<file path="src/rtl/droop_brake_sched.sv">
// droop_brake_sched: debounces masked droop requests from NUM_SRC sources and drives the
// single brake input of the droop/recovery manager. It enforces a minimum brake width,
// waits for the manager to report BRAKES_OFF (with a timeout), then applies a re-arm holdoff.
// Optional feature: define DROOP_BRAKE_SCHED_PENDING_EN to latch a request seen during
// WAIT_DONE/HOLDOFF and issue it without debounce on re-arm.

package droop_brake_pkg;
  typedef enum logic [1:0] {
    BRAKES_OFF = 2'd0,
    BRAKING    = 2'd1,
    RECOVERING = 2'd2
  } brake_state_t;
endpackage

module droop_brake_sched
  import droop_brake_pkg::*;
#(
  parameter int unsigned NUM_SRC          = 4,
  parameter int unsigned DEBOUNCE_CYCLES  = 3,
  parameter int unsigned MIN_BRAKE_CYCLES = 8,
  parameter int unsigned DONE_TIMEOUT     = 4096,
  parameter int unsigned HOLDOFF_CYCLES   = 64,
  parameter int unsigned CNT_W            = 16,
  localparam int unsigned SrcW = (NUM_SRC > 1) ? $clog2(NUM_SRC) : 1
) (
  input  logic               refclk,
  input  logic               resetn,
  input  logic               enable,
  input  logic [NUM_SRC-1:0] src_mask,
  input  logic [NUM_SRC-1:0] droop_req,
  input  brake_state_t       brake_state,
  input  logic               clear_status,
  output logic               brake,
  output logic [SrcW-1:0]    brake_src,
  output logic               sched_busy,
  output logic [CNT_W-1:0]   event_count,
  output logic               timeout_err
);

  localparam int unsigned DebW = (DEBOUNCE_CYCLES > 1) ? $clog2(DEBOUNCE_CYCLES) : 1;
  localparam logic [DebW-1:0] DebMax = DebW'(DEBOUNCE_CYCLES - 1);

  // The timer is shared by ASSERT, WAIT_DONE and HOLDOFF; size it for the largest load.
  localparam int unsigned TLoadA = MIN_BRAKE_CYCLES - 1;
  localparam int unsigned TLoadW = DONE_TIMEOUT - 1;
  localparam int unsigned TLoadH = HOLDOFF_CYCLES;
  localparam int unsigned TMaxAW = (TLoadA > TLoadW) ? TLoadA : TLoadW;
  localparam int unsigned TMax   = (TMaxAW > TLoadH) ? TMaxAW : TLoadH;
  localparam int unsigned TimW   = (TMax > 1) ? $clog2(TMax + 1) : 1;

  typedef enum logic [1:0] {StArmed, StAssert, StWaitDone, StHoldoff} state_e;

  state_e             state_q, state_d;
  logic [TimW-1:0]    timer_q, timer_d;
  logic [DebW-1:0]    cnt_q [NUM_SRC];
  logic [DebW-1:0]    cnt_d [NUM_SRC];
  logic               brake_q, brake_d;
  logic [SrcW-1:0]    src_q, src_d;
  logic [CNT_W-1:0]   count_q, count_d;
  logic               terr_q, terr_d;

  logic [NUM_SRC-1:0] masked;
  logic [NUM_SRC-1:0] qual;
  logic               issue;
  logic [SrcW-1:0]    issue_src;

`ifdef DROOP_BRAKE_SCHED_PENDING_EN
  logic               pend_vld_q, pend_vld_d;
  logic [SrcW-1:0]    pend_idx_q, pend_idx_d;
  logic               pend_hit;
  logic [SrcW-1:0]    pend_sel;
`endif

  function automatic logic [SrcW-1:0] lowest_idx(input logic [NUM_SRC-1:0] v);
    logic [SrcW-1:0] idx;
    idx = '0;
    for (int i = NUM_SRC - 1; i >= 0; i--) begin
      if (v[i]) idx = SrcW'(i);
    end
    return idx;
  endfunction

  assign masked = droop_req & src_mask;

  // Per-source qualification: the DEBOUNCE_CYCLES-th consecutive masked high sample.
  always_comb begin
    for (int i = 0; i < NUM_SRC; i++) begin
      qual[i] = masked[i] & (cnt_q[i] == DebMax);
    end
  end

  // Next-state, debounce, timer and status logic.
  always_comb begin
    state_d   = state_q;
    timer_d   = timer_q;
    brake_d   = brake_q;
    src_d     = src_q;
    count_d   = count_q;
    terr_d    = terr_q;
    issue     = 1'b0;
    issue_src = '0;
    for (int i = 0; i < NUM_SRC; i++) cnt_d[i] = '0;
`ifdef DROOP_BRAKE_SCHED_PENDING_EN
    pend_vld_d = pend_vld_q;
    pend_idx_d = pend_idx_q;
    pend_hit   = pend_vld_q | (|masked);
    pend_sel   = pend_vld_q ? pend_idx_q : lowest_idx(masked);
`endif

    if (clear_status) begin
      count_d = '0;
      terr_d  = 1'b0;
    end

    if (!enable) begin
      // Abort: the droop manager finishes its own recovery.
      state_d = StArmed;
      timer_d = '0;
      brake_d = 1'b0;
`ifdef DROOP_BRAKE_SCHED_PENDING_EN
      pend_vld_d = 1'b0;
      pend_idx_d = '0;
`endif
    end else begin
      unique case (state_q)
        StArmed: begin
          for (int i = 0; i < NUM_SRC; i++) begin
            if (!masked[i])              cnt_d[i] = '0;
            else if (cnt_q[i] == DebMax) cnt_d[i] = DebMax;
            else                         cnt_d[i] = cnt_q[i] + 1'b1;
          end
          if (|qual) begin
            issue     = 1'b1;
            issue_src = lowest_idx(qual);
          end
        end
        StAssert: begin
          if (timer_q != '0) begin
            timer_d = timer_q - 1'b1;
          end else if (masked == '0) begin
            brake_d = 1'b0;
            timer_d = TimW'(DONE_TIMEOUT - 1);
            state_d = StWaitDone;
          end
        end
        StWaitDone: begin
`ifdef DROOP_BRAKE_SCHED_PENDING_EN
          pend_vld_d = pend_hit;
          pend_idx_d = pend_sel;
`endif
          if (brake_state == BRAKES_OFF) begin
            timer_d = TimW'(HOLDOFF_CYCLES);
            state_d = StHoldoff;
          end else if (timer_q == '0) begin
            terr_d  = 1'b1;
            timer_d = TimW'(HOLDOFF_CYCLES);
            state_d = StHoldoff;
          end else begin
            timer_d = timer_q - 1'b1;
          end
        end
        StHoldoff: begin
`ifdef DROOP_BRAKE_SCHED_PENDING_EN
          pend_vld_d = pend_hit;
          pend_idx_d = pend_sel;
`endif
          if (timer_q != '0) begin
            timer_d = timer_q - 1'b1;
          end else begin
            state_d = StArmed;
`ifdef DROOP_BRAKE_SCHED_PENDING_EN
            if (pend_hit) begin
              issue      = 1'b1;
              issue_src  = pend_sel;
              pend_vld_d = 1'b0;
              pend_idx_d = '0;
            end
`endif
          end
        end
        default: state_d = StArmed;
      endcase
    end

    if (issue) begin
      brake_d = 1'b1;
      src_d   = issue_src;
      timer_d = TimW'(MIN_BRAKE_CYCLES - 1);
      state_d = StAssert;
      for (int i = 0; i < NUM_SRC; i++) cnt_d[i] = '0;
      if (count_d != {CNT_W{1'b1}}) count_d = count_d + 1'b1;
    end
  end

  // State and status registers.
  always_ff @(posedge refclk or negedge resetn) begin
    if (!resetn) begin
      state_q <= StArmed;
      timer_q <= '0;
      brake_q <= 1'b0;
      src_q   <= '0;
      count_q <= '0;
      terr_q  <= 1'b0;
      for (int i = 0; i < NUM_SRC; i++) cnt_q[i] <= '0;
`ifdef DROOP_BRAKE_SCHED_PENDING_EN
      pend_vld_q <= 1'b0;
      pend_idx_q <= '0;
`endif
    end else begin
      state_q <= state_d;
      timer_q <= timer_d;
      brake_q <= brake_d;
      src_q   <= src_d;
      count_q <= count_d;
      terr_q  <= terr_d;
      for (int i = 0; i < NUM_SRC; i++) cnt_q[i] <= cnt_d[i];
`ifdef DROOP_BRAKE_SCHED_PENDING_EN
      pend_vld_q <= pend_vld_d;
      pend_idx_q <= pend_idx_d;
`endif
    end
  end

  assign brake       = brake_q;
  assign brake_src   = src_q;
  assign sched_busy  = (state_q != StArmed);
  assign event_count = count_q;
  assign timeout_err = terr_q;

endmodule

</file>
<file path="config.mk">
export PLATFORM = sky130hd
export DESIGN_NAME = droop_brake_sched
export DESIGN_NICKNAME = d
export VERILOG_FILES = /design/src/rtl/droop_brake_sched.sv
export SDC_FILE = /design/constraint.sdc
export NUM_CORES = 1
export LEC_CHECK = 0
export CORE_MARGIN = 2
export CORE_UTILIZATION = 35
export DETAILED_ROUTE_END_ITERATION = 16
export DONT_BUFFER_PORTS = 1
export SLEW_MARGIN = 20
export SYNTH_ARGS = -nofsm -noshare
export SYNTH_HDL_FRONTEND = slang
export SYNTH_SLANG_ARGS = --single-unit
export TNS_END_PERCENT = 50
</file>
<file path="constraint.sdc">
create_clock -name refclk -period 2.6 [get_ports refclk]
set_clock_uncertainty 0.2 [all_clocks]
set_input_delay 0.52 -clock refclk [delete_from_list [all_inputs] [get_ports refclk]]
set_output_delay 0.52 -clock refclk [all_outputs]
set_load 0.1 [all_outputs]
</file>
; Word level (Yosys, flattened, before mapping)
; Cells that the tools add are included.
[word_totals]
register_bits = 42
in_bits = 14
out_inout_bits = 21
wordCells = 99
[op_classes]
n_addsub = 6
n_eq_ne = 18
muxes = 50
n_bitwise = 5
reduce_logical = 10
[op_table]
columns = op, n
row1 = $mux 12, 7
row2 = $mux 16, 3
row3 = $mux 2, 22
row4 = $pmux 12 s3, 1
row5 = $mux 8, 3
row6 = $add 16x1->16 const B, 1
row7 = $ne 16x16->1 const B, 1
row8 = $ne 4x4->1 const B, 4
row9 = $mux 1, 13
row10 = $eq 2x2->1 const B, 6
row11 = $logic_not 12->1, 1
row12 = $reduce_bool 12->1, 1
row13 = $sub 12x1->12 const B, 1
row14 = $ne 5x5->1 const B, 2
row15 = $add 2x1->2 const B, 4
row16 = $ne 3x1->1 const B, 2
row17 = $pmux 2 s3, 1
row18 = $reduce_and 3->1, 2
row19 = $ne 5x1->1 const B, 1
row20 = $reduce_and 5->1, 1
row21 = $and 1x1->1, 4
row22 = $and 4x4->4, 1
row23 = $logic_not 2->1, 2
row24 = $logic_not 4->1, 1
row25 = 4 further kinds, 4

; Logic depth before layout (Yosys ltp)
; Gate-level depths: netlist of the first run.
[logic_depth]
ltp_word = 9
mapped_depth = 9

; Worst setup path after synthesis of the first run
; Ideal clock, no wire load.
[synth_path]
path_kind = flip-flop to flip-flop
from = reg count_q[0], in the netlist event_count[0]
to = reg count_q[1], in the netlist event_count[1]
setup_time_ns = 0.125
arrival_ns = 2.524
required_time_ns = 2.275
slack_ns = -0.249
path_stages_with_launch = 8
period_less_slack_ns = 2.849
cell_sequence = dfrtp_1 nor2b_1 ha_1 and4b_1 and4_1 a21o_1 buf_2 mux2_2
[synth_via]
elab_chain_len = 4
word_cells_on_any_way = 5
classes_between = 1 x add/sub / 1 x eq/ne / 3 x mux
[synth_rtl]
columns = element, line
row1 = "start, declared", 59  ; logic [CNT_W-1:0] count_q, count_d;
row2 = "start signal, assigned", 214  ; count_q <= count_d;
row3 = $mux 16 *, 110  ; if (clear_status) begin
row4 = $add 16x1->16 / $ne 16x16->1 (equally long branches), 191  ; if (count_d != {CNT_W{1'b1}}) count_d = count_d + 1'b1;
row5 = $mux 16 *, 191
row6 = $mux 16 *, 185  ; if (issue) begin
row7 = via count_d[1], 59
; Mark *: on every way through the listed nets, which the timed path passes. The rest lies on a longest branch.
; A chain may end at the register's enable or synchronous reset.

; Final worst setup path of the first run
[layout_path]
from = reg count_q[1], in the netlist event_count[1]
to = reg count_q[13], in the netlist event_count[13]
; Same word-level chain as after synthesis.

==> results of run 1 <==
[power groups by stage]
| stage | logic [mW] | clock network (mW) | registers, mW |
|---|---|---|---|
| global placement | 0.437 | 0 | 0.827 |
| floorplan | 0.334 | 0 | 0.848 |
| CTS | 0.472 | 0.457 | 0.817 |
| detailed placement | 0.450 | 0 | 0.829 |
| finish | 0.469 | 0.437 | 0.820 |
| global route | 0.525 | 0.483 | 0.835 |
[worst max path at each step]
stage                                end  slack [ns]
2_1_floorplan   event_count[1]$_DFF_PN0_       0.005
3_3_place_gp    event_count[7]$_DFF_PN0_        0.09
3_5_place_dp   event_count[13]$_DFF_PN0_        0.03
4_1_cts        event_count[13]$_DFF_PN0_        0.01
5_1_grt         event_count[5]$_DFF_PN0_      0.0008
6_report       event_count[13]$_DFF_PN0_        0.09
[metrics by stage]
step / hold slack (ns) / setup slack [ns] / utilization
final: 0.07864 / 0.09005 / 0.4169
after global routing: 0.05827 / 0.0008349 / 0.4169
after CTS: 0.06801 / 0.01430 / 0.4158
after detailed placement: 0.02547 / 0.03290 / 0.3978
after global placement: 0.02543 / 0.08634 / 0.3978
after floorplan: 0.02441 / 0.005014 / -
[metal layers]
| metal | GRT usage | wire (um) | vias to the layer above | share of wire |
|---|---|---|---|---|
| li1 | - | - | 1086 | - |
| met1 | 0.1967 | 2720 | 1061 | 0.47 |
| met2 | 0.2620 | 2747 | 40 | 0.47 |
| met3 | 0.03878 | 282 | 9 | 0.048 |
| met4 | 0.05427 | 97 | 0 | 0.017 |
| met5 | 0 | 0 | - | 0 |
[sequential cells by signal, indices dropped and copies added (netlist names)]
| register | cells |
|---|---|
| event_count | 16 |
| timer_q | 12 |
| cnt_q | 8 |
| brake_src | 2 |
| state_q | 2 |
| brake | 1 |
| timeout_err | 1 |
[area by class of cell]
class	instances	area (um2)	share of cell area
clock buffer	7	86.33	0.02902
clock inverter	1	5.005	0.001682
inverter	19	71.32	0.02397
multi-input combinational	209	1380	0.4638
sequential	42	1061	0.3566
tap	99	123.9	0.04163
timing repair buffer	30	247.7	0.08326
[placed cells by master (no fill, tap or decap), drive strengths merged, types with 7 or more instances in the layout]
cell type  count
a21oi         19
inv           19
nand3         19
dfrtp         42
nand4         13
clkbuf         7
buf           29
ha            11
o21ai         14
nand2         19
or4           11
and3          14
nor2          16
[kinds of logic after synthesis]
logic type	after synthesis	share of synthesized area
mux	1	0.004416
flops	42	0.4122
fa+ha+maj	11	0.05397
simple gates	127	0.2866
buf+inv	30	0.04956
xor+xnor	7	0.02404
compound gates	63	0.1693
[what timing repair did]
item                                    in CTS  in global routing
gates resized for setup                      0                  2
hold endpoints to repair                    42                  0
hold buffers                                 2                  0
endpoints found under the setup margin       0                  4
==> out/results.env, run 1 <==
ANTENNA_CELLS=0
WORST_SETUP_PATH_START_KIND='flip-flop'
POST_PLACEMENT_CELL_COUNT=397
WORSTHOLDENDPOINT='event_count[13]$_DFF_PN0_'
VIAS_IN_THE_FIRST_GLOBAL_ROUTE=2107
POST-CTS-SETUP-BUFFER-COUNT=0
DETAIL_ROUTE.ITER0.VIOLATIONS=174
CRITICALPATHCATEGORY='flip-flop to flip-flop'
SYNTH_COMMON_CELLS='42 x sky130_fd_sc_hd__dfrtp_1, 19 x sky130_fd_sc_hd__a21oi_1, 19 x sky130_fd_sc_hd__inv_1, 19 x sky130_fd_sc_hd__nand2_1, 19 x sky130_fd_sc_hd__nand3_1'
HOLD_VIOLATIONS=0
SETUP_VIOL=0
START_UTIL=0.3573
CP.BUFFERS_INVERTERS=0
SEQ_POWER_SHARE=0.475
MAX_CLOCK_FREQ_MHz=398.4
DETAIL_ROUTE.WL_PER_CELL_UM=14.37
TOTALNEGATIVESETUPSLACK_NS=0
MIN_DELAY_PATH_DEPTH=1
ROUTABILITYCONGESTION=0.8201
GRT_MAX_DEGREE=43
CRITICAL_R2R_CAPTURE='event_count[13]$_DFF_PN0_'
ANTENNA_FOUND_INITIAL=0
POST-SYNTH-TOP-COUNT-CELL='sky130_fd_sc_hd__dfrtp_1'
CLOCK_LATENCY_LATE_SINK_NS=0.29
POST-SYNTH-TOP-AREA-CELL='sky130_fd_sc_hd__dfrtp_1'
CELLPOWERDENSITY_nW_PER_UM2=579.9
FINAL-INSTANCE-COUNT-EXCL-FILL=407
FIN_TOTAL_PWR_mW=1.725
DIE_WIDTH_UM=89.36
NUM-FILL-CELLS=750
NUMBER_OF_BUFFERS_BETWEEN_CLOCK_ROOT_AND_THE_DEEPEST_SINK=2
WORST_PATH_DOMINANT_CELL_FAMILY='simple AND/OR/NAND/NOR gates'
TRITONCTS_BUFFERS=5
CRITICAL_PATH.REG2REG.STARTPOINT='event_count[1]$_DFF_PN0_'
SYNTH_TOP_AREA_SHARE=0.4122
WORST_IR_DROP_VDD_V=0.0002319
POSTROUTEANTENNANETS=0
POST_SYNTH_INSTANCE_AREA_UM2=2550
SYNTH.YOSYS.SEQ_AREA_SHARE=0.4122
POWER.SWITCHING_FRACTION=0.3410
GR-USAGE-ALL-LAYERS=0.1565
DR.PASS1.ITERS=4
PATH_CELLS='nor2b_1, ha_1, and4b_1, and4_1, a21o_4, or4_1, a21oi_1'
SYN2LAYOUT_AREA_GROWTH_PCT=16.68
P_CLK_FRAC=0.253
REQUIRED_NS=2.62
CP-STARTPOINT='event_count[1]$_DFF_PN0_'
DIE_HEIGHT_UM=89.36
GRT_OVERFLOW=0
YS_TYPES=53
CRITICAL_PATH.MAX_FANOUT=15
SYN-INSTANCE-COUNT=281
CRIT_PATH_END_KIND='flip-flop'
RUN_STATUS='completed'
YOSYS-TOP-CELLS-AREA='sky130_fd_sc_hd__dfrtp_1 41%, sky130_fd_sc_hd__ha_1 5.4%, sky130_fd_sc_hd__a21oi_1 3.7%'
SLEW_HEADROOM=0.6417
R2R_SLACK_NS=0.09
ASYNCSETRESETFLOPFRACSYNTH=1.000
REPORT.FINAL.SLEW_VIOL_COUNT=0
AREA_INSIDE_THE_CORE_BOUNDARY_UM2=7137
CLKSINKCOUNT=42
MAPPEDNETLISTNETS=306
POSTROUTEWIRELENGTH_UM=5847
CAP_VIOL_MAX_COUNT=0
DRCVIOLATIONCOUNT=0
WORSTREGTOREGCELLS=7
TIMING.CRITICAL_PATH.DEPTH=7
TRITONCTS='yes'
NET-SWITCHING-POWER_mW=0.5883
TRANSITION_TIME_OF_THE_TIGHTEST_SLEW_CHECK_PIN_NS=0.5325
DIE_AREA_UM2=7984
INTERNAL_POWER_mW=1.137
FINAL.PERIOD_UTILIZATION=0.9654
PLACED_AREA_UM2=2839
DESIGN_AREA_UM2=2975
CORE.ROWCOUNT=31
YOSYS_MOST_USED_DFF='sky130_fd_sc_hd__dfrtp_1'
LEAKAGE_COMPONENT_OF_THE_POWER_nW=1.320
CLOCK_TREE.HTREE_LEVEL_COUNT=2
COMB_POWER_SHARE=0.272
TIMING.CRITICAL_PATH.SLOWEST_STAGE_CELL='sky130_fd_sc_hd__or4_1'
NUM_IO_PINS=35
MIN_PATH_TYPE='input port to flip-flop'
FRACTION_OF_FINAL_LAYOUT_CELLS_SIZED_BEYOND_DRIVE_STRENGTH_1=0.1688
SYNTH_WARNINGS=0
NUMBER_OF_ENABLE_FLIP_FLOP_CELLS_AFTER_SYNTHESIS=0
DP.FINAL_HPWL_UM=4124
CTS.CLK_SLEW.WORST_PATHS_NS=0.08
DRT-VIAS-PER-INSTANCE=5.396
ARRIVAL_TIME_WORST_ENDPOINT_NS=2.53
SYNTH.FF_LATCH_COUNT=42
PLACEMENT.IO_BUFFERS=0
NNETSFINAL=332
RSZ0062_AT_GRT='false'
CTS-ROOT-BUF='sky130_fd_sc_hd__clkbuf_8'
AVERAGE_INSTANCE_AREA_AFTER_SYNTHESIS_UM2=9.075
GRT_PASS1_WL_UM=9729
TIMING.FINAL.CRIT_PERIOD_NS=2.510
MAX_STAGE_DELAY_NS=0.52
DETAILROUTE.VIA_COUNT=2196
TIMING.HOLD.WORST.START='clear_status'
(Power assumes the default switching activity.)
==> run 2: changes to the inputs <==
- DONT_BUFFER_PORTS: 1 -> not set
- PLACE_DENSITY: not set -> 0.54
==> out/results.env, run 2 (same netlist as run 1, synthesis figures left out) <==
DRCVIOLATIONCOUNT=0
DETAIL_ROUTE.WL_PER_CELL_UM=14.30
RUN_STATUS='completed'
ANTENNA_FOUND_INITIAL=0
POSTROUTEWIRELENGTH_UM=6422
MIN_PATH_TYPE='flip-flop to flip-flop'
HOLD_VIOLATIONS=0
REPORT.FINAL.SLEW_VIOL_COUNT=0
ROUTABILITYCONGESTION=0.7751
CELLPOWERDENSITY_nW_PER_UM2=539.2
DP.FINAL_HPWL_UM=4674
NNETSFINAL=374
CRITICAL_R2R_CAPTURE='event_count[7]$_DFF_PN0_'
GRT_MAX_DEGREE=27
MIN_DELAY_PATH_DEPTH=2
DR.PASS1.ITERS=4
CLOCK_TREE.HTREE_LEVEL_COUNT=2
NET-SWITCHING-POWER_mW=0.6340
TRITONCTS='yes'
GR-USAGE-ALL-LAYERS=0.1704
CORE.ROWCOUNT=31
TIMING.FINAL.CRIT_PERIOD_NS=2.468
COMB_POWER_SHARE=0.297
CRITICALPATHCATEGORY='flip-flop to flip-flop'
SEQ_POWER_SHARE=0.455
COMMONEST_CELLS_AFTER_ROUTING_FILL_AND_TAPS_ASIDE='57 x sky130_fd_sc_hd__buf_4, 38 x sky130_fd_sc_hd__dfrtp_1'
CLKSINKCOUNT=42
LARGEST_REGISTER_FF_COUNT=16
GRT_OVERFLOW=0
CLOCK_LATENCY_LATE_SINK_NS=0.30
FIN_TOTAL_PWR_mW=1.784
ARRIVAL_TIME_WORST_ENDPOINT_NS=2.50
VIAS_IN_THE_FIRST_GLOBAL_ROUTE=2194
DETAIL_ROUTE.ITER0.VIOLATIONS=89
WORSTHOLDENDPOINT='brake_src[0]$_DFFE_PN0N_'
GRT_PASS1_WL_UM=10630
AREA_INSIDE_THE_CORE_BOUNDARY_UM2=7137
FINAL-INSTANCE-COUNT-EXCL-FILL=449
CRITICAL_PATH.MAX_FANOUT=9
CTS.CLK_SLEW.WORST_PATHS_NS=0.09
RSZ0062_AT_GRT='false'
REQUIRED_NS=2.63
INTERNAL_POWER_mW=1.150
PLACEMENT.IO_BUFFERS=34
SYN2LAYOUT_AREA_GROWTH_PCT=29.73
MAX_CLOCK_FREQ_MHz=405.2
TIMING.HOLD.WORST.START='brake_src[0]$_DFFE_PN0N_'
DIE_HEIGHT_UM=89.36
CRIT_PATH_END_KIND='flip-flop'
FINAL.PERIOD_UTILIZATION=0.9492
TOTALNEGATIVESETUPSLACK_NS=0
TRITONCTS_BUFFERS=5
FRACTION_OF_FINAL_LAYOUT_CELLS_SIZED_BEYOND_DRIVE_STRENGTH_1=0.2371
FINAL.HOLD.WORST_SLACK_NS=0.3338
P_CLK_FRAC=0.248
DRT-VIAS-PER-INSTANCE=5.254
ANTENNA_CELLS=0
DIE_WIDTH_UM=89.36
POWER.SWITCHING_FRACTION=0.3554
POSTROUTEANTENNANETS=0
DETAILROUTE.VIA_COUNT=2359
NUMBER_OF_BUFFERS_BETWEEN_CLOCK_ROOT_AND_THE_DEEPEST_SINK=2
WORST_IR_DROP_VDD_V=0.0001867
CRITICAL_PATH.REG2REG.STARTPOINT='event_count[1]$_DFF_PN0_'
POST_PLACEMENT_CELL_COUNT=440
SLEW_HEADROOM=0.6269
DIE_AREA_UM2=7984
CTS-ROOT-BUF='sky130_fd_sc_hd__clkbuf_8'
WORST_SETUP_PATH_START_KIND='flip-flop'
CAP_VIOL_MAX_COUNT=0
SETUP_VIOL=0
WORSTREGTOREGCELLS=7
NUM_IO_PINS=35
NUM-FILL-CELLS=729
LEAKAGE_COMPONENT_OF_THE_POWER_nW=1.502
TRANSITION_TIME_OF_THE_TIGHTEST_SLEW_CHECK_PIN_NS=0.5546
POST-CTS-SETUP-BUFFER-COUNT=0
START_UTIL=0.3573
MOST_COMMON_LIBRARY_CELL_IN_THE_LAYOUT_IGNORING_FILL_AND_TAPS='sky130_fd_sc_hd__buf_4'
R2R_SLACK_NS=0.13
## run 2: critical path, stage by stage (launching register included)
cell	delay, ns
sky130_fd_sc_hd__dfrtp_4	0.50
sky130_fd_sc_hd__nor2b_1	0.15
sky130_fd_sc_hd__ha_1	0.20
sky130_fd_sc_hd__and4b_1	0.21
sky130_fd_sc_hd__and4_1	0.23
sky130_fd_sc_hd__a21o_4	0.24
sky130_fd_sc_hd__or4_1	0.51
sky130_fd_sc_hd__a21oi_1	0.15
## run 2: repair_timing
item | in CTS | in global routing
hold buffers | 1 | 0
setup endpoints to repair | 5 | 0
hold endpoints to repair | 16 | 0
resized for setup | 2 | 0
## run 2: layer usage
metal  up-vias  track usage  part of all wire
met5         -            0                 0
met4         0      0.05292             0.013
met3         8      0.03416             0.031
met2        43       0.2815              0.47
met1      1133       0.2250              0.48
li1       1175            -                 -
## run 2: per-stage QoR
stage / utilization / worst slack [ns] / cell area [um2]
6_report: 0.4635 / 0.1320 / 3308
5_1_grt: 0.4635 / 0.03345 / 3308
4_1_cts: 0.4635 / 0.1345 / 3308
3_5_place_dp: 0.4486 / -0.3858 / 3202
2_1_floorplan: - / 0.005014 / 2560
3_3_place_gp: 0.4486 / -0.3292 / 3202
## run 2: power groups by stage
stage	combinational, mW	sequential (mW)	clock, mW
final	0.530	0.811	0.442
after global routing	0.599	0.825	0.491
after CTS	0.535	0.811	0.458
after detailed placement	0.531	0.824	0
after global placement	0.525	0.824	0
after floorplan	0.334	0.848	0
## run 2: how the worst max path moves through the flow
stage	slack, ns	endpoint	from
after global routing	0.03	event_count[7]$_DFF_PN0_	event_count[0]$_DFF_PN0_
after CTS	0.13	event_count[13]$_DFF_PN0_	event_count[1]$_DFF_PN0_
after detailed placement	-0.39	event_count[5]$_DFF_PN0_	clear_status
after global placement	-0.33	event_count[5]$_DFF_PN0_	clear_status
after floorplan	0.005	event_count[1]$_DFF_PN0_	event_count[14]$_DFF_PN0_
final	0.13	event_count[7]$_DFF_PN0_	event_count[1]$_DFF_PN0_
## run 2: layout make-up
type | count | area (um2) | area share
flip-flops and latches | 42 | 1061 | 0.3207
inverters | 19 | 71.32 | 0.02156
clock inverters | 3 | 21.27 | 0.006430
repair buffers | 72 | 581.8 | 0.1759
clock buffers | 5 | 68.82 | 0.02080
multi-input cells | 209 | 1380 | 0.4172
well taps | 99 | 123.9 | 0.03744
